===== src/rtl/servo_pwm_capture.sv =====
// servo_pwm_capture: receive side of a servo PWM link. Synchronizes and
// deglitches the incoming line, measures high time and period in clk cycles,
// validates each frame against the servo timing window, classifies the
// commanded position and flags loss of signal.
module servo_pwm_capture #(
    parameter int PWM_PERIOD = 1_000_000,
    parameter int MIN_DUTY   = 50_000,
    parameter int MAX_DUTY   = 100_000,
    parameter int WIDTH_TOL  = 5_000,
    parameter int PERIOD_TOL = 50_000,
    parameter int FILTER_LEN = 8,
    parameter int TIMEOUT    = 2_000_000
) (
    input  logic        clk,
    input  logic        rst,
    input  logic        pwm_in,
    output logic [25:0] width,
    output logic [25:0] period,
    output logic [1:0]  pos_state,
    output logic        valid,
    output logic        frame_error,
    output logic        signal_lost
);

    // Run counter spans 0 .. FILTER_LEN-1; the last step toggles the filter.
    localparam int RUN_W = (FILTER_LEN > 1) ? $clog2(FILTER_LEN) : 1;
    localparam logic [RUN_W-1:0] RUN_LAST = RUN_W'(FILTER_LEN - 1);

    localparam logic [25:0] W_LO     = 26'(MIN_DUTY - WIDTH_TOL);
    localparam logic [25:0] W_HI     = 26'(MAX_DUTY + WIDTH_TOL);
    localparam logic [25:0] P_LO     = 26'(PWM_PERIOD - PERIOD_TOL);
    localparam logic [25:0] P_HI     = 26'(PWM_PERIOD + PERIOD_TOL);
    localparam logic [25:0] C_CLOSED = 26'(MIN_DUTY + WIDTH_TOL);
    localparam logic [25:0] C_OPEN   = 26'(MAX_DUTY - WIDTH_TOL);
    localparam logic [25:0] TO_LAST  = 26'(TIMEOUT - 1);
    localparam logic [25:0] TO_MAX   = 26'(TIMEOUT);

    localparam logic [1:0] POS_NONE   = 2'b00;
    localparam logic [1:0] POS_CLOSED = 2'b01;
    localparam logic [1:0] POS_OPEN   = 2'b10;
    localparam logic [1:0] POS_MID    = 2'b11;

    typedef enum logic [1:0] {
        ST_IDLE = 2'd0,
        ST_HIGH = 2'd1,
        ST_LOW  = 2'd2
    } state_t;

    // Input path
    logic             s1_q, s2_q;
    logic [1:0]       warm_q;
    logic             f_q, f_d, fdly_q;
    logic [RUN_W-1:0] run_q, run_d;
    logic             armed_q, armed_d;

    // Measurement / FSM
    state_t      state_q, state_d;
    logic [25:0] hi_q, hi_d, per_q, per_d, idle_q, idle_d;

    // Registered outputs
    logic [25:0] width_q, width_d, period_q, period_d;
    logic [1:0]  pos_q, pos_d;
    logic        valid_q, valid_d, ferr_q, ferr_d, lost_q, lost_d;

    logic rise, fall, edge_any, timeout_hit, frame_ok;

    function automatic logic [25:0] sat_inc(input logic [25:0] v);
        return (v == '1) ? v : v + 26'd1;
    endfunction

    function automatic logic [1:0] classify(input logic [25:0] w);
        if (w <= C_CLOSED)    return POS_CLOSED;
        else if (w >= C_OPEN) return POS_OPEN;
        else                  return POS_MID;
    endfunction

    // Two-flop synchronizer plus a warm-up marker telling when s2_q holds a real sample.
    // NOTE: reset is in the sensitivity list so every flop clears the instant rst rises, without waiting for a clock.
    always_ff @(posedge clk or posedge rst) begin
        if (rst) begin
            s1_q   <= 1'b0;
            s2_q   <= 1'b0;
            warm_q <= 2'b00;
        end else begin
            // NOTE: non-blocking assignments let s2_q take the old s1_q, forming a real two-stage pipeline.
            s1_q   <= pwm_in;
            s2_q   <= s1_q;
            warm_q <= {warm_q[0], 1'b1};
        end
    end

    // Deglitch filter: follow the synchronized input only after FILTER_LEN differing cycles in a row.
    always_comb begin
        // NOTE: defaults first so every path assigns every output and no latch is inferred.
        f_d   = f_q;
        run_d = '0;
        if (s2_q != f_q) begin
            if (run_q == RUN_LAST) f_d   = s2_q;
            else                   run_d = run_q + 1'b1;
        end
    end

    assign rise        = f_q & ~fdly_q;
    assign fall        = ~f_q & fdly_q;
    assign edge_any    = rise | fall;
    assign timeout_hit = ~edge_any && (idle_q == TO_LAST);
    assign frame_ok    = (hi_q >= W_LO) && (hi_q <= W_HI) &&
                         (per_q >= P_LO) && (per_q <= P_HI);

    // Frame FSM, counters, frame evaluation and loss-of-signal next-state logic.
    always_comb begin
        state_d  = state_q;
        hi_d     = hi_q;
        per_d    = per_q;
        width_d  = width_q;
        period_d = period_q;
        pos_d    = pos_q;
        valid_d  = 1'b0;
        ferr_d   = 1'b0;
        lost_d   = lost_q;
        idle_d   = edge_any ? 26'd0 : ((idle_q >= TO_MAX) ? idle_q : idle_q + 26'd1);
        // A rise is only trusted once a genuine low has been seen since reset,
        // so a pulse already in progress at reset release is discarded.
        armed_d  = armed_q | (warm_q[1] & ~s2_q & ~f_q);

        case (state_q)
            ST_IDLE: begin
                if (rise && armed_q) begin
                    state_d = ST_HIGH;
                    hi_d    = 26'd1;
                    per_d   = 26'd1;
                end
            end
            ST_HIGH: begin
                per_d = sat_inc(per_q);
                if (fall) state_d = ST_LOW;
                else      hi_d    = sat_inc(hi_q);
            end
            ST_LOW: begin
                if (rise) begin
                    if (frame_ok) begin
                        width_d  = hi_q;
                        period_d = per_q;
                        pos_d    = classify(hi_q);
                        valid_d  = 1'b1;
                        lost_d   = 1'b0;
                    end else begin
                        ferr_d = 1'b1;
                    end
                    hi_d    = 26'd1;
                    per_d   = 26'd1;
                    state_d = ST_HIGH;
                end else begin
                    per_d = sat_inc(per_q);
                end
            end
            default: state_d = ST_IDLE;
        endcase

        // timeout_hit already excludes edge cycles, so an edge always wins.
        if (timeout_hit) begin
            state_d = ST_IDLE;
            lost_d  = 1'b1;
            pos_d   = POS_NONE;
        end
    end

    // State, filter and output registers.
    always_ff @(posedge clk or posedge rst) begin
        if (rst) begin
            f_q      <= 1'b0;
            fdly_q   <= 1'b0;
            run_q    <= '0;
            armed_q  <= 1'b0;
            state_q  <= ST_IDLE;
            hi_q     <= 26'd0;
            per_q    <= 26'd0;
            idle_q   <= 26'd0;
            width_q  <= 26'd0;
            period_q <= 26'd0;
            pos_q    <= POS_NONE;
            valid_q  <= 1'b0;
            ferr_q   <= 1'b0;
            lost_q   <= 1'b1;
        end else begin
            f_q      <= f_d;
            fdly_q   <= f_q;
            run_q    <= run_d;
            armed_q  <= armed_d;
            state_q  <= state_d;
            hi_q     <= hi_d;
            per_q    <= per_d;
            idle_q   <= idle_d;
            width_q  <= width_d;
            period_q <= period_d;
            pos_q    <= pos_d;
            valid_q  <= valid_d;
            ferr_q   <= ferr_d;
            lost_q   <= lost_d;
        end
    end

    assign width       = width_q;
    assign period      = period_q;
    assign pos_state   = pos_q;
    assign valid       = valid_q;
    assign frame_error = ferr_q;
    assign signal_lost = lost_q;

endmodule


===== config.mk =====
export PLATFORM = sky130hd
export DESIGN_NAME = servo_pwm_capture
export DESIGN_NICKNAME = d
export VERILOG_FILES = /design/src/rtl/servo_pwm_capture.sv
export SDC_FILE = /design/constraint.sdc
export NUM_CORES = 1
export LEC_CHECK = 0
export ABC_AREA = 1
export CAP_MARGIN = 10
export CORE_MARGIN = 1
export CORE_UTILIZATION = 35
export CTS_BUF_LIST = sky130_fd_sc_hd__clkbuf_2
export DETAILED_ROUTE_END_ITERATION = 10
export HOLD_SLACK_MARGIN = 0.02
export PLACE_DENSITY = 0.49
export SYNTH_ARGS = -nofsm -noshare
export SYNTH_HDL_FRONTEND = slang
export SYNTH_SLANG_ARGS = --single-unit

===== constraint.sdc =====
create_clock -name clk -period 14.1 [get_ports clk]
set_clock_uncertainty 0.2 [all_clocks]
set_input_delay 2.115 -clock clk [delete_from_list [all_inputs] [get_ports clk]]
set_output_delay 2.115 -clock clk [all_outputs]
set_load 0.03 [all_outputs]

Word level (Yosys, flattened, before mapping)
Cells that the tools add are included. Widths: inputs -> output; s select.

Input bits: 3. Flip-flop bits (word level): 147. RAM bits: 0. Output and inout bits: 57. Logic and storage cells: 102. Memories: 0. Bits in read-only memories: 0. Latch bits: 0.

Order comparisons: 7. Shift operators: 0. Reduce and logical (&&, ||, !) cells: 16. Div/mod/pow operators: 0. Bitwise gates (word level): 10. Mux-type cells: 33. Multiply operators: 0. Eq/ne operators: 15. Add/subtract/negate cells: 4.

Operator list (number): $mux 26 (8); $pmux 26 s3 (2); $add 26x1->26 const B (3); $eq 26x26->1 const B (2); $eq 26x21->1 const B (1); $ge 26x16->1 const B (1); $ge 26x17->1 const B (1); $ge 26x20->1 const B (1); $ge 26x21->1 const B (1); $le 26x16->1 const B (1); $le 26x17->1 const B (1); $le 26x21->1 const B (1); $mux 2 (9); $mux 1 (11); $ne 2x2->1 const B (5); $ne 3x3->1 const B (3); $reduce_and 3->1 (3); $mux 3 (2); $pmux 2 s3 (1); $reduce_bool 2->1 (3); $logic_and 1x1->1 (5); $reduce_and 5->1 (1); $and 1x1->1 (4); $not 1->1 (4); other kinds (9) (11).

Depth between registers and ports, before layout
Word-level depth: 8. Depth in mapped cells: 14. Gate-level depth less buffers: 13.

Worst setup path before layout
Ideal clock, no wire load.

Path type: flip-flop to output port. Start: register lost_q (netlist: signal_lost). End: output signal_lost. Cell stages (with the launch flop): 1. Required time: 11.785 ns. Slack: 11.188 ns. Arrival time: 0.597 ns. Cells stage by stage: dfstp_2.

RTL lines: from (decl) (line 63) `logic valid_q, valid_d, ferr_q, ferr_d, lost_q, lost_d;`; from (signal assigned) (line 199) `lost_q <= lost_d;`; to (decl) (line 22) `output logic signal_lost`.

No word-level cell between the ends.

Worst setup path in the final report
Start: register lost_q (netlist: signal_lost). End: output signal_lost.

No word-level cell between the ends.

==> out/metrics.csv <==
metric;value;unit
status;finished, final reports clean;
crit path kind;reg2out;
clk buf depth;2;
CP bufs+invs;1;
DRT Pass-1 Iters;5;
Die Wd;156;um
All-Layer GR Usage;0.192;
post-CTS sizing;0;
fin crit period;4300;ps
static leakage;4.46;nW
relative slew slack;0.417;
share of cells above drive strength 1;0.0476;
Syn-to-layout area delta;13.3;%
Root Buffer;clkbuf_2;
vias per cell;4.72;
multi-input gate area in the final layout;3950;um2
vias in the first global route;7017;
synth top area cells;dfrtp_1, nand2_1, nor2_1;
Tcrit/Tclk final;0.305;
H-tree Lvls;4;
P per Cell Area;112;nW/um2
Fin. Hold Viols;0;
Core ar.;23500;um2
sw power;0.452;mW
Synth top area share;0.437;
HPWL Detailed;15900;um
Clock power frac;0.259;
RSZ-0062 raised after global routing;false;
sw frac;0.427;
non-filler instance count after layout;1560;
Post-CTS Hold Buffers;0;
clock slew at reported path FFs;270;ps
Post-synth EDFFs;0;
Netlist cell types;35;
drt wl/cell;14.1;um
clk_lat worst skew;730;ps
WP depth;1;
required time worst endpoint;11780;ps
FF/Latch Area;3680;um2
most common cell in the netlist;nand2_1;
final setup violation count;0;
Avg Cell Area, Syn;7.07;um2
CP delay by family, top;buffers and inverters;
Min-Delay Path Depth;0;
Seq pwr share;0.447;
final wirelength;22100;um
gate count after technology mapping;1181;
DIE AREA;24500;um2
total design power;1.06;mW
worst min path class;reg2reg;
register bit count reported by yosys;147;
Slowest-stage cell, CP;clkdlybuf4s50_1;
ys flop type;dfrtp_1;
Worst-Margin Slew;875;ps
CP Launch Type;register;
Internal;0.608;mW
num rows;56;
Die Y;156;um
hold slack;184;ps
Routed Antenna Nets;0;
initial antenna violation count;1;
1st-iter DRT viols;628;
YS warnings;0;
fraction of registers with async set/reset;1.00;
fillers;2515;
pin count of the biggest net entering global routing;86;
crit-path max FO;2;
Initial Util;0.356;
Cells after DPL;1527;
global placer's final weighted congestion;0.897;
area leader, netlist;dfrtp_1;
vias;7370;
max-cap viol count;0;
combinational share of power;0.294;
CTS sink count;147;
syn_nets;1199;
drt drc;0;
Nets;1245;
grt total ovfl;0;
Seq/Total Area, Yosys;0.441;
VDD IR max;0.0000668;V
R2R cell count;8;
TritonCTS clock tree;yes;
Worst Path Arrival;1980;ps
Port Buffers;59;
# IOs;60;
CP cell instances;clkdlybuf4s50_1;
top cells by count, synth;nand2_1, nor2_1, dfrtp_1;
first-pass GRT wire length;36800;um
setup TNS;0;ps
FMAX;233;MHz
Mapped Area;8350;um2
Post-CTS Setup Inserts;0;
Max Slew Vio Count;0;
total CTS buffers;17;
Slowest Stage Delay on Critical Path;660;ps
critical path capture point type;output pin;
[through the flow]
step	utilization	cell area (um2)	setup slack (ps)
2_1_floorplan	-	8350	7840
3_3_place_gp	0.392	9190	9810
3_5_place_dp	0.392	9190	9790
4_1_cts	0.403	9460	9700
5_1_grt	0.403	9460	9670
6_report	0.403	9460	9800
[layout by cell type, fill, tap and decap left out, types with 4 or more instances in the layout]
master	instances
nand2_1	344
nor2_1	186
dfrtp_1	146
inv_1	139
nand3_1	97
clkdlybuf4s50_1	59
o21ai_0	44
nor3_1	34
xor2_1	27
o21ai_1	24
nand4_1	21
clkbuf_2	17
a21oi_1	15
ha_1	15
nor2_2	7
inv_6	7
inv_2	6
nor4_1	6
nor3b_1	6
xnor2_1	6
or2_2	4
inv_8	4
[power by group through the flow]
stage | clock, mW | sequential (mW) | combinational [mW]
6_report | 0.275 | 0.473 | 0.312
5_1_grt | 0.304 | 0.478 | 0.355
3_5_place_dp | 0 | 0.480 | 0.314
3_3_place_gp | 0 | 0.480 | 0.313
2_1_floorplan | 0 | 0.475 | 0.232
4_1_cts | 0.289 | 0.474 | 0.314
[kinds of logic (layout without fill, tap and decap cells)]
kind of cell,Yosys count,in the layout,share of synthesized area
AND/OR/NAND/NOR,711,711,0.357
buffers and inverters,181,240,0.0867
flip-flops,147,147,0.441
AO/OA/AOI/OAI,93,93,0.0586
XOR/XNOR,33,33,0.0346
adder cells (fa/ha/maj),15,15,0.0225
other,1,2,0.000449
[final cells by class]
class,instances,area share
well taps,319,0.0422
flip-flops and latches,147,0.389
clock buffers,17,0.00899
inverters,146,0.0584
diodes,1,0.000264
repair buffers,62,0.0648
clock inverters,15,0.0192
multi-input cells,853,0.417
[per-layer routing]
layer / vias up / routed length [um] / GRT usage / share of wire
li1: 3822 / - / - / -
met1: 3390 / 11600 / 0.282 / 0.52
met2: 137 / 9530 / 0.292 / 0.43
met3: 21 / 736 / 0.0318 / 0.033
met4: 0 / 220 / 0.0430 / 0.010
met5: - / 0 / 0 / 0
[flip-flops by register name (all words and copies together) (netlist names), 2 cells and up]
register   count
state_q        2
run_q          3
idle_q        26
warm_q         2
per_q         26
hi_q          26
period        26
pos_state      2
width         26
[final timing paths]
| path | from | to | slack [ps] |
|---|---|---|---|
| max | signal_lost$_DFFE_PP1P_ | signal_lost | 9800 |
| min | s1_q$_DFF_PP0_ | s2_q$_DFF_PP0_ | 180 |
| min reg2reg | s1_q$_DFF_PP0_ | s2_q$_DFF_PP0_ | 180 |
| max in group asynchronous | rst | state_q[1]$_DFFE_PP0P_ | 10700 |
| min in group asynchronous | rst | hi_q[7]$_DFFE_PP0P_ | 1630 |
| max reg2reg | state_q[1]$_DFFE_PP0P_ | per_q[1]$_DFFE_PP0P_ | 10730 |
Note: power is estimated with default switching activity, not from simulation.
